### src/rtl/pcileech_tlps128_tx_arbiter.sv
// Packet-atomic round-robin arbiter that merges several 128-bit TLP sources
// onto the single PCIe TX stream. A grant is held from the first beat until
// the tlast beat is accepted, so TLPs are never interleaved on the sink.
module pcileech_tlps128_tx_arbiter #(
  parameter int NUM_SRC = 4,
  parameter int IDX_W   = 2,
  parameter int CNT_W   = 16
) (
  input  logic                   clk_pcie,
  input  logic                   rst,
  input  logic [NUM_SRC*128-1:0] src_tdata,
  input  logic [NUM_SRC*4-1:0]   src_tkeepdw,
  input  logic [NUM_SRC-1:0]     src_tlast,
  input  logic [NUM_SRC-1:0]     src_tvalid,
  output logic [NUM_SRC-1:0]     src_tready,
  input  logic [NUM_SRC-1:0]     src_enable,
  output logic [127:0]           snk_tdata,
  output logic [3:0]             snk_tkeepdw,
  output logic                   snk_tlast,
  output logic                   snk_tvalid,
  input  logic                   snk_tready,
  output logic [IDX_W-1:0]       grant_idx,
  output logic                   busy,
  output logic [CNT_W-1:0]       pkt_count
);

  localparam logic [0:0] S_IDLE = 1'b0;
  localparam logic [0:0] S_XFER = 1'b1;

  logic [0:0]       state_q, state_d;
  logic [IDX_W-1:0] grant_idx_q, grant_idx_d;
  logic [IDX_W-1:0] rr_ptr_q, rr_ptr_d;
  logic [CNT_W-1:0] pkt_count_q, pkt_count_d;

  logic [127:0]     tdata_a [NUM_SRC];
  logic [3:0]       tkeep_a [NUM_SRC];
  logic [NUM_SRC-1:0] req;
  logic             pick_vld;
  logic [IDX_W-1:0] pick_idx;
  logic             last_beat;

  // Split the flat source buses into per-source lanes for the output mux.
  for (genvar g = 0; g < NUM_SRC; g++) begin : g_lane
    assign tdata_a[g] = src_tdata[g*128 +: 128];
    assign tkeep_a[g] = src_tkeepdw[g*4 +: 4];
  end

  // Only valid and enabled sources compete; enable matters only at grant time.
  assign req = src_tvalid & src_enable;

  // Round-robin search starting just after the last served source.
  // Walking k downwards lets the nearest requester overwrite farther ones.
  always_comb begin
    pick_vld = 1'b0;
    pick_idx = '0;
    for (int k = NUM_SRC; k >= 1; k--) begin
      logic [IDX_W-1:0] cand;
      cand = IDX_W'((int'(rr_ptr_q) + k) % NUM_SRC);
      if (req[cand]) begin
        pick_vld = 1'b1;
        pick_idx = cand;
      end
    end
  end

  // Sink mux and ready steering, driven only while a packet is in flight.
  always_comb begin
    snk_tdata   = '0;
    snk_tkeepdw = '0;
    snk_tlast   = 1'b0;
    snk_tvalid  = 1'b0;
    src_tready  = '0;
    if (state_q == S_XFER) begin
      snk_tdata   = tdata_a[grant_idx_q];
      snk_tkeepdw = tkeep_a[grant_idx_q];
      snk_tlast   = src_tlast[grant_idx_q];
      snk_tvalid  = src_tvalid[grant_idx_q];
      src_tready[grant_idx_q] = snk_tready;
    end
  end

  assign last_beat = snk_tvalid & snk_tready & snk_tlast;

  // Grant FSM: IDLE picks a source, XFER holds it until tlast is accepted.
  always_comb begin
    state_d     = state_q;
    grant_idx_d = grant_idx_q;
    rr_ptr_d    = rr_ptr_q;
    pkt_count_d = pkt_count_q;
    case (state_q)
      S_IDLE: begin
        if (pick_vld) begin
          state_d     = S_XFER;
          grant_idx_d = pick_idx;
        end
      end
      default: begin
        if (last_beat) begin
          state_d     = S_IDLE;
          rr_ptr_d    = grant_idx_q;
          pkt_count_d = pkt_count_q + CNT_W'(1);
        end
      end
    endcase
  end

  // State registers; rr_ptr resets to the top so source 0 is searched first.
  always_ff @(posedge clk_pcie or posedge rst) begin
    if (rst) begin
      state_q     <= S_IDLE;
      grant_idx_q <= '0;
      rr_ptr_q    <= IDX_W'(NUM_SRC - 1);
      pkt_count_q <= '0;
    end else begin
      state_q     <= state_d;
      grant_idx_q <= grant_idx_d;
      rr_ptr_q    <= rr_ptr_d;
      pkt_count_q <= pkt_count_d;
    end
  end

  assign grant_idx = grant_idx_q;
  assign busy      = (state_q == S_XFER);
  assign pkt_count = pkt_count_q;

endmodule

### config.mk
export PLATFORM = sky130hd
export DESIGN_NAME = pcileech_tlps128_tx_arbiter
export DESIGN_NICKNAME = d
export VERILOG_FILES = /design/src/rtl/pcileech_tlps128_tx_arbiter.sv
export SDC_FILE = /design/constraint.sdc
export NUM_CORES = 1
export LEC_CHECK = 0
export BUFFER_PORTS_ARGS = -buffer_cell sky130_fd_sc_hd__buf_2
export CORE_AREA = 3 3 267 269
export DETAILED_ROUTE_END_ITERATION = 6
export DIE_AREA = 0 0 270 272
export GPL_TIMING_DRIVEN = 0
export PLACE_DENSITY = 0.3
export SETUP_SLACK_MARGIN = 0.15
export SLEW_MARGIN = 40
export SYNTH_ARGS = -nofsm -noshare
export SYNTH_HDL_FRONTEND = slang
export SYNTH_SLANG_ARGS = --single-unit
### constraint.sdc
create_clock -name clk_pcie -period 2.65 [get_ports clk_pcie]
set_clock_uncertainty 0.15 [all_clocks]
set_input_delay 0.3975 -clock clk_pcie [delete_from_list [all_inputs] [get_ports clk_pcie]]
set_output_delay 0.3975 -clock clk_pcie [all_outputs]
set_load 0.005 [all_outputs]
==> results of run 1 <==
## layout make-up
class | count | area, um^2
tap | 931 | 1165
inverter | 4 | 15.01
clock inverter | 1 | 5.005
antenna | 7 | 17.52
clock buffer | 3 | 75.07
buffer | 48 | 516.7
multi-input combinational | 352 | 4597
sequential | 21 | 529.3
fill | 7911 | 57540
timing repair buffer | 727 | 4362
## power groups by stage
stage | logic, mW | registers (mW) | clock network, mW
after floorplan | 4.38 | 0.476 | 0
after global placement | 7.62 | 0.507 | 0
after detailed placement | 7.61 | 0.508 | 0
after CTS | 8.62 | 0.497 | 0.344
after global routing | 10.7 | 0.509 | 0.353
final | 9.98 | 0.494 | 0.328
## what timing repair did
item | in CTS | in global routing
resized for setup | 81 | 129
pin swaps | 3 | 3
endpoints found under the setup margin | 137 | 129
cloned | 2 | 8
setup buffers | 12 | 6
## registers in the layout, indices dropped and copies added, names as in the netlist
| signal | cells |
|---|---|
| pkt_count | 16 |
| grant_idx | 2 |
| rr_ptr_q | 2 |
| busy | 1 |
## logic make-up (layout without fill, tap and decap cells)
| group | after synthesis | in the layout |
|---|---|---|
| DFF | 21 | 21 |
| xor gates and xnor gates | 15 | 15 |
| and+or+nand+nor | 184 | 184 |
| AOI/OAI and AO/OA | 14 | 14 |
| buffers and inverters | 52 | 783 |
| other | 0 | 7 |
| adders and majority gates | 1 | 1 |
| muxes | 138 | 138 |
## metal layers
metal	part of all wire [%]	vias up	GRT usage [%]
met5	0.18	-	0
met3	9.6	56	4.272
met1	40	3663	15.74
li1	-	3175	-
met2	49	503	22.02
met4	1.0	14	1.013
## per-stage QoR
stage               cells  instance area, um^2  total power, mW  worst slack, ns
floorplan             425                 5353            4.854           0.6236
global placement     2055                10020            8.130          -0.5344
detailed placement   2055                10020            8.115          -0.5430
CTS                  2073                10570            9.459         -0.04351
global route         2088                11270            11.53         -0.07666
finish               2094                11280            10.80         -0.03811
## worst max-delay path: cells and delay by family, from the launching register on
family	cells	cell delay [ns]
DFF	1	0.40
buffers and inverters	4	0.58
and+or+nand+nor	1	0.21
muxes	1	0.64
## layout by cell type (no fill, tap or decap), drive strengths merged, types with 2 or more instances in the layout
cell | synthesis | final
dfstp | 2 | 2
nand2 | 8 | 8
nor3 | 3 | 3
diode | 0 | 7
mux2 | 3 | 3
o21ai | 3 | 3
a21boi | 2 | 2
nand4 | 7 | 7
mux2i | 2 | 2
mux4 | 133 | 133
a21oi | 2 | 2
xnor2 | 15 | 15
and3 | 6 | 6
and2 | 135 | 135
and4 | 2 | 2
nor2 | 8 | 8
nand3 | 12 | 12
buf | 33 | 752
dfrtp | 19 | 19
clkbuf | 15 | 26
inv | 4 | 4
## final timing paths
| path | from | to | slack [ns] |
|---|---|---|---|
| hold reg to reg | pkt_count[15] | pkt_count[15] | 0.32 |
| min in group clk_pcie | pkt_count[15] | pkt_count[15] | 0.32 |
| setup / recovery | grant_idx[0] | snk_tdata[78] | -0.04 |
| setup reg to reg | grant_idx[0] | pkt_count[11] | 0.25 |
| max in group asynchronous | rst | grant_idx[1] | 1.98 |
| hold / removal | rst | grant_idx[0] | 0.01 |
==> PnR_summary.wiki, run 1 <==
{| class="wikitable"
! Metric !! Value
|-
| I/O pin cnt || 700
|-
| Portion of synthesized cell area occupied by the leading cell type || between 50% and 60%
|-
| Slew at the pin closest to its max-slew limit || 0.5266 ns
|-
| Die width || 270 um
|-
| Flops & latches, synth || 21
|-
| Global-route wire length before repair || about 65000 um
|-
| Share of synthesized flip-flops with an asynchronous set or reset || 100.0%
|-
| Max-slew violation total from the final report || 0
|-
| Hold violation count in the final report || 0
|-
| Syn. warnings || 0
|-
| Share of synthesized cell area in and, or, nand and nor gates || 20.85%
|-
| First-pass detailed-route iteration total || 5
|-
| Lkg Pwr || 5.311 nW
|-
| Number of antenna-violating nets in the routed design || 0
|-
| Setup-violating endpoint count in the final report || 1
|-
| Netlist area before placement || 0.005353 mm^2
|-
| Average routed wire per standard cell || 24.24 um
|-
| Clock root buffer master || sky130_fd_sc_hd__clkbuf_16
|-
| Remaining max-slew budget at the tightest pin || 64.89%
|-
| Number of nets in the final layout || roughly 1700
|-
| Share of cells above drive strength 1 || 84.86%
|-
| Core Util, Final || between 10% and 20%
|-
| CTS HTree Levels || 1
|-
| Die Y || 272 um
|-
| Reported max-cap violation count || 0
|-
| Register clock-pin slew on the reported worst setup and hold paths || 0.06 ns
|-
| Synthesized netlist cell count || 425
|-
| Crit end category || output pin
|-
| Number of global-route vias before repair || 7688
|-
| DRC marker count from the first detailed-route iteration || 408
|-
| CTS Sinks || 21
|-
| Sw Ratio || about 40%
|-
| Maximum number of pins on one net before global-route repair || 22
|-
| Final worst setup slack || -0.03811 ns
|-
| Share of total power in combinational logic || 92.4%
|-
| Internal portion of total power || about 6.5 mW
|-
| Worst EP arrival || roughly 2.1 ns
|-
| Total via count in the routed design || 7411
|-
| Half-perimeter wire length of the detailed placement result || 45040 um
|-
| Most frequently used cell type in the post-synthesis netlist || sky130_fd_sc_hd__and2_1
|-
| Cell type contributing the most total cell area after synthesis || sky130_fd_sc_hd__mux4_2
|-
| Final routed wirelength across all metal layers || 50750 um
|-
| Crit-path most repeated cell || sky130_fd_sc_hd__buf_16
|-
| Aggregate global routing overflow || 0
|-
| Type of the worst setup path || reg2out
|-
| Longest Clk Path Bufs || 2
|-
| Most used flip-flop cell after synthesis || sky130_fd_sc_hd__dfrtp_1
|-
| Aggregate global-route resource usage || 12.66%
|-
| CP cell instances || buf_8 -> buf_16 -> buf_16 -> mux4_2 -> and2_4 -> buf_6
|-
| Area overhead of the layout relative to synthesis || 110.8%
|-
| Seq pwr share || under 10%
|-
| Post-route DRC violation count || 0
|-
| Main combinational cell family by area after synthesis || multiplexers
|-
| Run status || finished, violations left
|-
| Number of nets produced by synthesis || approximately 970
|-
| Maximum vdd drop || 334.9 uV
|-
| Clock buffer count from CTS || 3
|-
| Unrepaired setup endpoints after global routing || yes
|-
| TritonCTS clock tree || done
|-
| Number of antenna violations at the first check in global routing || 35
|-
| Most frequent cells after synthesis || sky130_fd_sc_hd__and2_1, sky130_fd_sc_hd__mux4_2, sky130_fd_sc_hd__dfrtp_1
|-
| Required time at the worst-slack endpoint || 2.10 ns
|-
| Portion of the post-synthesis area used by sequential elements || 9.864%
|-
| Maximum fanout count along the critical path || 6
|-
| Adder-Cell Fraction of Synth Area || 0.2338%
|-
| Area enclosed by the die boundary || 0.07344 mm^2
|-
| Initial standard-cell utilization of the core || under 10%
|-
| Mux cell area share after synthesis || 57.88%
|-
| Type of origin of the critical path || flop
|-
| Clock latency at the later pin of the worst-skew pair || 0.25 ns
|-
| Clock power share || 3.0%
|-
| Maximum clock frequency || 0.3720 GHz
|-
| Last weighted congestion value of the routability-driven placer || 0.8962
|-
| WHS || 0.01135 ns
|-
| Path type of the worst min-delay path || in2async
|-
| Fraction of synthesized cell area in xor and xnor cells || 2.454%
|-
| Delay of the slowest critical-path stage || 0.64 ns
|-
| Violated checks || negative setup slack
|-
| Post-synth EDFFs || 0
|-
| Number of hold buffers added after CTS || 0
|-
| Logic depth of the worst register-to-register path || 11
|-
| Power density over the cells || 957.2 mW/mm^2
|-
| Final critical-path share of the clock period || 101.4%
|-
| Cell at the slowest stage of the critical path || sky130_fd_sc_hd__mux4_2
|-
| Number of buffer cells added on primary ports || 699
|-
| Synth unique cells || 37
|-
| Post-layout min period || 2.688 ns
|-
| Synth top area cells || sky130_fd_sc_hd__mux4_2, sky130_fd_sc_hd__and2_1, sky130_fd_sc_hd__dfrtp_1, sky130_fd_sc_hd__mux4_1, sky130_fd_sc_hd__buf_6
|-
| Core area || 0.06883 mm^2
|-
| Share of the synthesized area in compound gates (AO/OA/AOI/OAI) || ~2.0%
|-
| Switching pwr || 4.268 mW
|-
| Number of core rows || 96
|-
| Detailed-route vias per instance || 3.539
|-
| Total Negative Setup Slacks || -0.03811 ns
|-
| Syn avg cell area || 12.59 um^2
|}
Power figures use the tool's default switching activity.
==> run 2: changes to the inputs <==
--- a/config.mk
+++ b/config.mk
@@ -5,13 +5,16 @@
 export SDC_FILE = /design/constraint.sdc
 export NUM_CORES = 1
 export LEC_CHECK = 0
+export ABC_AREA = 1
 export BUFFER_PORTS_ARGS = -buffer_cell sky130_fd_sc_hd__buf_2
-export CORE_AREA = 3 3 267 269
+export CAP_MARGIN = 20
+export CORE_AREA = 3 3 275 277
 export DETAILED_ROUTE_END_ITERATION = 6
-export DIE_AREA = 0 0 270 272
+export DIE_AREA = 0 0 278 280
 export GPL_TIMING_DRIVEN = 0
 export PLACE_DENSITY = 0.3
 export SETUP_SLACK_MARGIN = 0.15
+export SKIP_LAST_GASP = 1
 export SLEW_MARGIN = 40
 export SYNTH_ARGS = -nofsm -noshare
 export SYNTH_HDL_FRONTEND = slang
==> run 2 against run 1 <==
Compared with the run above: the run now ends clean; count of clock-buffer cells in the layout unchanged; power grew 0.34%; die area is 6.0% higher; register-to-register slack gained 0.14 ns; synthesized cell count increased by 93%; critical path depth is 2 higher; utilization fell by 1.2 points; non-clock buffer count is 41 higher; sequential cell count is the same; fmax up 6.2%.
==> PnR_summary.wiki, run 2 <==
{| class="wikitable"
! Metric !! Value
|-
| Maximum number of pins on one net before global-route repair || 22 (unchanged)
|-
| Remaining max-slew budget at the tightest pin || 49.45% (-15 points)
|-
| Max-slew violation total from the final report || 0 (unchanged)
|-
| Number of antenna violations at the first check in global routing || 30 (-14%)
|-
| Number of buffer cells added on primary ports || 699 (unchanged)
|-
| Adder-Cell Fraction of Synth Area || 0.2721% (+0.038 points)
|-
| Required time at the worst-slack endpoint || 2.10 ns (about the same)
|-
| Main combinational cell family by area after synthesis || compound AO/OA/AOI/OAI gates
|-
| Worst EP arrival || 1.98 ns (-0.16 ns)
|-
| Area enclosed by the die boundary || 0.07784 mm^2 (+6.0%)
|-
| Synth unique cells || 26 (-30%)
|-
| Longest Clk Path Bufs || 2 (unchanged)
|-
| Most frequently used cell type in the post-synthesis netlist || sky130_fd_sc_hd__nand2_1
|-
| Detailed-route vias per instance || 3.795 (+7.2%)
|-
| Post-route DRC violation count || 0 (unchanged)
|-
| Power density over the cells || 975.5 mW/mm^2 (+1.9%)
|-
| CTS HTree Levels || 1 (unchanged)
|-
| Syn avg cell area || 5.601 um^2 (-56%)
|-
| Most frequent cells after synthesis || sky130_fd_sc_hd__nand2_1, sky130_fd_sc_hd__a22oi_1, sky130_fd_sc_hd__a31oi_1
|-
| Most used flip-flop cell after synthesis || sky130_fd_sc_hd__dfrtp_1
|-
| Aggregate global-route resource usage || 13.85% (+1.2 points)
|-
| Cell type contributing the most total cell area after synthesis || sky130_fd_sc_hd__nand2_1
|-
| Placed Cells incl. Taps || 2480 (+21%)
|-
| Final critical-path share of the clock period || 95.48% (-6.0 points)
|-
| Die Y || 280 um (+2.9%)
|-
| Final routed wirelength across all metal layers || 58840 um (+16%)
|-
| First-pass detailed-route iteration total || 5 (unchanged)
|-
| Run status || completed
|-
| Maximum vdd drop || 357.4 uV (+6.7%)
|-
| Share of cells above drive strength 1 || 56.10% (-29 points)
|-
| Type of the worst setup path || reg2out
|-
| Core area || 0.07308 mm^2 (+6.2%)
|-
| Logic depth of the worst register-to-register path || 13 (+2)
|-
| TritonCTS clock tree || done
|-
| Type of origin of the critical path || flop
|-
| Commonest cells after routing, fill and taps aside || sky130_fd_sc_hd__buf_2, sky130_fd_sc_hd__nand2_1, sky130_fd_sc_hd__a22oi_1
|-
| Portion of the post-synthesis area used by sequential elements || 11.48% (+1.6 points)
|-
| Total via count in the routed design || 9594 (+29%)
|-
| Non-Filler Instances || 2528 (+21%)
|-
| Maximum fanout count along the critical path || 10 (+4)
|-
| Unrepaired setup endpoints after global routing || yes
|-
| Syn. warnings || 0 (unchanged)
|-
| Synthesized netlist cell count || 821 (+93%)
|-
| Area overhead of the layout relative to synthesis || 141.6%
|-
| Die width || 278 um (+3.0%)
|-
| Initial standard-cell utilization of the core || 6.292% (-1.5 points)
|-
| Aggregate global routing overflow || 0 (unchanged)
|-
| Register clock-pin slew on the reported worst setup and hold paths || 0.06 ns (about the same)
|-
| Setup-violating endpoint count in the final report || 0 (-1)
|-
| Total Negative Setup Slacks || 0 ns (+0.03811 ns)
|-
| Mux cell area share after synthesis || 0% (-58 points)
|-
| Max FFs per register || 16 (unchanged)
|-
| Clock root buffer master || sky130_fd_sc_hd__clkbuf_16
|-
| Number of global-route vias before repair || 9974 (+30%)
|-
| Number of nets in the final layout || 2110 (+24%)
|-
| Lkg Pwr || 5.151 nW (-3.0%)
|-
| Clock buffer count from CTS || 3 (unchanged)
|-
| Last weighted congestion value of the routability-driven placer || 0.9383 (+4.7%)
|-
| CTS Sinks || 21 (unchanged)
|-
| Hold violation count in the final report || 0 (unchanged)
|-
| Slew at the pin closest to its max-slew limit || 0.7583 ns (+0.2317 ns)
|-
| Number of hold buffers added after CTS || 0 (unchanged)
|-
| Average routed wire per standard cell || 23.27 um (-4.0%)
|-
| Maximum clock frequency || 0.3952 GHz (+6.2%)
|-
| DRC marker count from the first detailed-route iteration || 353 (-13%)
|-
| Post-synth EDFFs || 0 (unchanged)
|-
| Path type of the worst min-delay path || in2async
|-
| Share of the synthesized area in compound gates (AO/OA/AOI/OAI) || 40.71% (+39 points)
|-
| Portion of synthesized cell area occupied by the leading cell type || 30.37% (-20 points)
|-
| Netlist area before placement || 0.004598 mm^2 (-14%)
|-
| I/O pin cnt || 700 (unchanged)
|-
| Crit end category || output pin
|-
| Reported max-cap violation count || 0 (unchanged)
|-
| Global-route wire length before repair || 76930 um (+18%)
|-
| Fraction of synthesized cell area in xor and xnor cells || 2.667% (+0.21 points)
|-
| Number of antenna-violating nets in the routed design || 0 (unchanged)
|-
| Synth top area cells || sky130_fd_sc_hd__nand2_1, sky130_fd_sc_hd__a22oi_1, sky130_fd_sc_hd__a31oi_1, sky130_fd_sc_hd__dfrtp_1, sky130_fd_sc_hd__buf_2
|-
| Share of synthesized cell area in and, or, nand and nor gates || 36.11% (+15 points)
|-
| Post-layout min period || 2.530 ns (-0.1579 ns)
|-
| Overall power consumption || 10.84 mW (+0.34%)
|-
| Number of core rows || 99 (+3.1%)
|-
| Most common cell after layout, fill and taps aside || sky130_fd_sc_hd__buf_2
|-
| Half-perimeter wire length of the detailed placement result || 49190 um (+9.2%)
|-
| Clock latency at the later pin of the worst-skew pair || 0.26 ns (about the same)
|-
| Share of synthesized flip-flops with an asynchronous set or reset || 100.0% (unchanged)
|-
| Flops & latches, synth || 21 (unchanged)
|-
| Number of nets produced by synthesis || 1365 (+41%)
|}
[run 2: cell count changes in the layout (fill, tap and decap cells not counted), moves of 53 or more]
cell / delta
sky130_fd_sc_hd__nand2_1: +362
sky130_fd_sc_hd__mux4_2: -133
sky130_fd_sc_hd__a22oi_1: +110
sky130_fd_sc_hd__a31oi_1: +108
sky130_fd_sc_hd__and2_4: -70
sky130_fd_sc_hd__and2_1: -65
sky130_fd_sc_hd__buf_2: +55
sky130_fd_sc_hd__buf_6: -53
[run 2: cell families after synthesis]
logic type / Yosys count
AND/OR/NAND/NOR: 420
AO/OA/AOI/OAI: 275
buffers and inverters: 90
flip-flops: 21
XOR/XNOR: 14
adder cells (fa/ha/maj): 1
[run 2: worst paths after layout]
check | from | endpoint | slack (ns)
max reg2reg | grant_idx[0] | pkt_count[13] | 0.39
max in group asynchronous | rst | busy | 1.99
max | grant_idx[0] | snk_tdata[88] | 0.12
min in group clk_pcie | rr_ptr_q[1] | rr_ptr_q[1] | 0.37
min reg2reg | rr_ptr_q[1] | rr_ptr_q[1] | 0.37
min | rst | grant_idx[1] | 0.003
[run 2: power breakdown]
part | switching (mW) | internal [mW] | leakage, nW
registers | 0.0850 | 0.390 | 0.276
clock network | 0.138 | 0.204 | 0.0409
logic | 5.49 | 4.53 | 4.83
[run 2: final cells by class]
class	instances	area, um^2
fill	8620	61970
timing repair buffer	741	4223
multi-input combinational	710	4043
tap	959	1200
buffer	75	958.4
sequential	21	529.3
clock buffer	3	75.07
inverter	14	65.06
antenna	4	10.01
clock inverter	1	5.005
[run 2: repair_timing]
| action | in CTS | in global routing |
|---|---|---|
| setup endpoints to repair | 132 | 104 |
| setup buffers | 24 | 7 |
| gates resized for setup | 196 | 88 |
| pin swaps | 16 | 27 |
| gates cloned | 5 | 5 |
[run 2: per-layer routing]
layer,up-vias,GRT usage (%),wire length [um]
met5,-,0,71
met4,10,1.800,894
met2,573,24.18,27960
li1,4470,-,-
met1,4472,17.25,25100
met3,69,4.069,4816
[run 2: through the flow]
step           cell area (um^2)  utilization [%]  worst slack, ns  hold WS (ns)
3_5_place_dp               9328            12.76           -1.002        0.3186
3_3_place_gp               9296            12.72           -1.478        0.3713
5_1_grt                   11100            15.19          0.05058       0.04882
6_report                  11110            15.20           0.1198      0.002812
4_1_cts                   10560            14.44          0.06341       0.03384
2_1_floorplan              4598                -           0.6962        0.2225
[run 2: critical path: stages, from the launching register on]
cell	delay [ns]
sky130_fd_sc_hd__dfrtp_1	0.36
sky130_fd_sc_hd__buf_6	0.15
sky130_fd_sc_hd__nor2_4	0.05
sky130_fd_sc_hd__buf_12	0.13
sky130_fd_sc_hd__clkbuf_16	0.21
sky130_fd_sc_hd__buf_12	0.17
sky130_fd_sc_hd__a22oi_1	0.29
sky130_fd_sc_hd__a31oi_4	0.17
sky130_fd_sc_hd__buf_2	0.16
==> run 3: changes to the inputs <==
--- a/config.mk
+++ b/config.mk
@@ -5,12 +5,11 @@
 export SDC_FILE = /design/constraint.sdc
 export NUM_CORES = 1
 export LEC_CHECK = 0
-export ABC_AREA = 1
 export BUFFER_PORTS_ARGS = -buffer_cell sky130_fd_sc_hd__buf_2
 export CAP_MARGIN = 20
-export CORE_AREA = 3 3 275 277
+export CORE_AREA = 3 3 267 269
 export DETAILED_ROUTE_END_ITERATION = 6
-export DIE_AREA = 0 0 278 280
+export DIE_AREA = 0 0 270 272
 export GPL_TIMING_DRIVEN = 0
 export PLACE_DENSITY = 0.3
 export SETUP_SLACK_MARGIN = 0.15
==> run 3 against run 2 <==
Compared with the run above: the run now ends with negative setup slack left; sequential cell count stayed put; power is 6.7% lower; register-to-register slack worse by 0.06 ns; critical endpoint is now snk_tdata[78]; via count is 23% lower; global-route usage is 1.2 points lower; critical path type unchanged.
==> PnR_summary.wiki, run 3 (same netlist as run 1, synthesis figures left out) <==
{| class="wikitable"
! Metric !! Value
|-
| Total Negative Setup Slacks || -0.08842 ns (-0.08842 ns)
|-
| Register clock-pin slew on the reported worst setup and hold paths || 0.06 ns (about the same)
|-
| Initial standard-cell utilization of the core || 7.777% (+1.5 points)
|-
| Final worst setup slack || -0.03272 ns (-0.1525 ns)
|-
| Power density over the cells || 922.1 mW/mm^2 (-5.5%)
|-
| Remaining max-slew budget at the tightest pin || 64.64% (+15 points)
|-
| Die Y || 272 um (-2.9%)
|-
| Half-perimeter wire length of the detailed placement result || 45040 um (-8.4%)
|-
| Number of buffer cells added on primary ports || 699 (unchanged)
|-
| Number of antenna-violating nets in the routed design || 0 (unchanged)
|-
| First-pass detailed-route iteration total || 6 (+1)
|-
| Seq pwr share || 4.9% (+0.5 points)
|-
| Most common cell after layout, fill and taps aside || sky130_fd_sc_hd__buf_2
|-
| Required time at the worst-slack endpoint || 2.10 ns (about the same)
|-
| Longest Clk Path Bufs || 2 (unchanged)
|-
| Core area || 0.06883 mm^2 (-5.8%)
|-
| Maximum clock frequency || 0.3728 GHz (-5.7%)
|-
| Setup-violating endpoint count in the final report || 4 (+4)
|-
| CTS Sinks || 21 (unchanged)
|-
| Area occupied by multi-input gates || 0.004534 mm^2 (+12%)
|-
| Post-route DRC violation count || 0 (unchanged)
|-
| Number of global-route vias before repair || 7671 (-23%)
|-
| Final routed wirelength across all metal layers || 50470 um (-14%)
|-
| Commonest cells after routing, fill and taps aside || sky130_fd_sc_hd__buf_2, sky130_fd_sc_hd__mux4_2, sky130_fd_sc_hd__and2_1
|-
| Unrepaired setup endpoints after global routing || yes
|-
| Path type of the worst min-delay path || in2async
|-
| Aggregate global routing overflow || 0 (unchanged)
|-
| Reported max-cap violation count || 0 (unchanged)
|-
| Internal portion of total power || 5.952 mW (+16%)
|-
| Clock power share || 3.2% (about the same)
|-
| Last weighted congestion value of the routability-driven placer || 0.8962 (-4.5%)
|-
| Total via count in the routed design || 7384 (-23%)
|-
| Average routed wire per standard cell || 24.14 um (+3.7%)
|-
| Crit-path most repeated cell || sky130_fd_sc_hd__buf_16
|-
| Final critical-path share of the clock period || 101.2% (+5.8 points)
|-
| Maximum fanout count along the critical path || 6 (-4)
|-
| Area overhead of the layout relative to synthesis || 104.7%
|-
| Global-route wire length before repair || 65180 um (-15%)
|-
| Number of core rows || 96 (-3.0%)
|-
| Type of origin of the critical path || flop
|-
| Hold violation count in the final report || 0 (unchanged)
|-
| Fill cell total of the finished layout || 7942 (-7.9%)
|-
| Logic depth of the worst register-to-register path || 10 (-3)
|-
| Die width || 270 um (-2.9%)
|-
| Number of nets in the final layout || 1697 (-20%)
|-
| Non-Filler Instances || 2091 (-17%)
|-
| Clock root buffer master || sky130_fd_sc_hd__clkbuf_16
|-
| Violated checks || negative setup slack
|-
| Clock latency at the later pin of the worst-skew pair || 0.25 ns (about the same)
|-
| Maximum number of pins on one net before global-route repair || 22 (unchanged)
|-
| Run status || finished, violations left
|-
| CTS HTree Levels || 1 (unchanged)
|-
| DRC marker count from the first detailed-route iteration || 369 (+4.5%)
|-
| Post-layout min period || 2.683 ns (+0.1525 ns)
|-
| Max FFs per register || 16 (unchanged)
|-
| Share of cells above drive strength 1 || 82.38% (+26 points)
|-
| Slew at the pin closest to its max-slew limit || 0.5304 ns (-0.2279 ns)
|-
| CP cell instances || buf_8 -> buf_16 -> buf_16 -> mux4_2 -> and2_4 -> buf_6
|-
| Clock buffer count from CTS || 3 (unchanged)
|-
| Max-slew violation total from the final report || 0 (unchanged)
|-
| Placed Cells incl. Taps || 2055 (-17%)
|-
| Register cell area after layout || 529.3 um^2 (unchanged)
|-
| Type of the worst setup path || reg2out
|-
| Number of hold buffers added after CTS || 0 (unchanged)
|-
| TritonCTS clock tree || done
|-
| Number of antenna violations at the first check in global routing || 36 (+20%)
|-
| Detailed-route vias per instance || 3.531 (-7.0%)
|-
| Share of total power in combinational logic || 91.9% (-0.6 points)
|-
| Maximum vdd drop || 334.5 uV (-6.4%)
|-
| Sw Ratio || 41.09% (-12 points)
|-
| Area enclosed by the die boundary || 0.07344 mm^2 (-5.7%)
|-
| Worst EP arrival || 2.14 ns (+0.16 ns)
|-
| Delay of the slowest critical-path stage || 0.64 ns (+0.28 ns)
|-
| Worst R2R Setup Slack || 0.33 ns (-0.06 ns)
|-
| I/O pin cnt || 700 (unchanged)
|-
| Switching pwr || 4.153 mW (-27%)
|-
| Crit end category || output pin
|-
| Cell at the slowest stage of the critical path || sky130_fd_sc_hd__mux4_2
|-
| Lkg Pwr || 5.164 nW (+0.26%)
|-
| Aggregate global-route resource usage || 12.65% (-1.2 points)
|}
## run 3: cell types whose count changed in the layout (fill, tap and decap cells not counted), sizes merged, moves of 9 or more
cell	change
and2	+135
nand2	-364
clkbuf	-9
a31oi	-131
nor2	-16
inv	-9
a22oi	-131
mux4	+133
buf	-36
## run 3: worst paths after layout
kind | startpoint | endpoint
min in group clk_pcie | pkt_count[15] | pkt_count[15]
setup / recovery | grant_idx[0] | snk_tdata[78]
hold / removal | rst | grant_idx[0]
max in group asynchronous | rst | grant_idx[1]
setup reg to reg | grant_idx[0] | pkt_count[11]
hold reg to reg | pkt_count[15] | pkt_count[15]
## run 3: power groups by stage
stage	logic (mW)	registers (mW)	clock network [mW]
2_1_floorplan	4.38	0.476	0
3_3_place_gp	7.62	0.507	0
3_5_place_dp	7.61	0.508	0
4_1_cts	8.29	0.497	0.344
5_1_grt	9.95	0.509	0.353
6_report	9.28	0.495	0.325
## run 3: timing repair
action	in CTS	in global routing
pin swaps	3	0
endpoints found under the setup margin	137	129
resized for setup	48	101
cloned	2	5
buffers inserted	12	5
## run 3: final cells by class
class,instances,share of cell area (%)
plain buffers,48,4.681
flip-flops and latches,21,4.830
clock inverters,1,0.04567
multi-input cells,352,41.38
repair buffers,723,37.43
well taps,931,10.63
diodes,8,0.1827
clock buffers,3,0.6851
inverters,4,0.1370
## run 3: critical path: cells and delay by family (launching register included)
family / cells / cell delay (ns)
buffers and inverters: 4 / 0.58
multiplexers: 1 / 0.64
flip-flops: 1 / 0.40
AND/OR/NAND/NOR: 1 / 0.21
## run 3: per-stage QoR
stage	utilization (%)	hold WS (ns)	power (mW)	cell area [um^2]	setup WS, ns
floorplan	-	0.2225	4.854	5353	0.6236
global placement	14.55	0.3199	8.130	10020	-0.5344
detailed placement	14.55	0.3158	8.115	10020	-0.5430
CTS	15.16	0.03375	9.133	10430	-0.04351
global route	15.90	0.05787	10.81	10940	-0.07666
finish	15.92	0.01411	10.10	10960	-0.03272
## run 3: metal layers
metal / vias up / global-route usage, % / share of wire (%)
met5: - / 0 / 0.16
met4: 12 / 1.042 / 1.1
met3: 52 / 4.175 / 11
met2: 481 / 21.98 / 49
met1: 3665 / 15.80 / 40
li1: 3174 / - / -
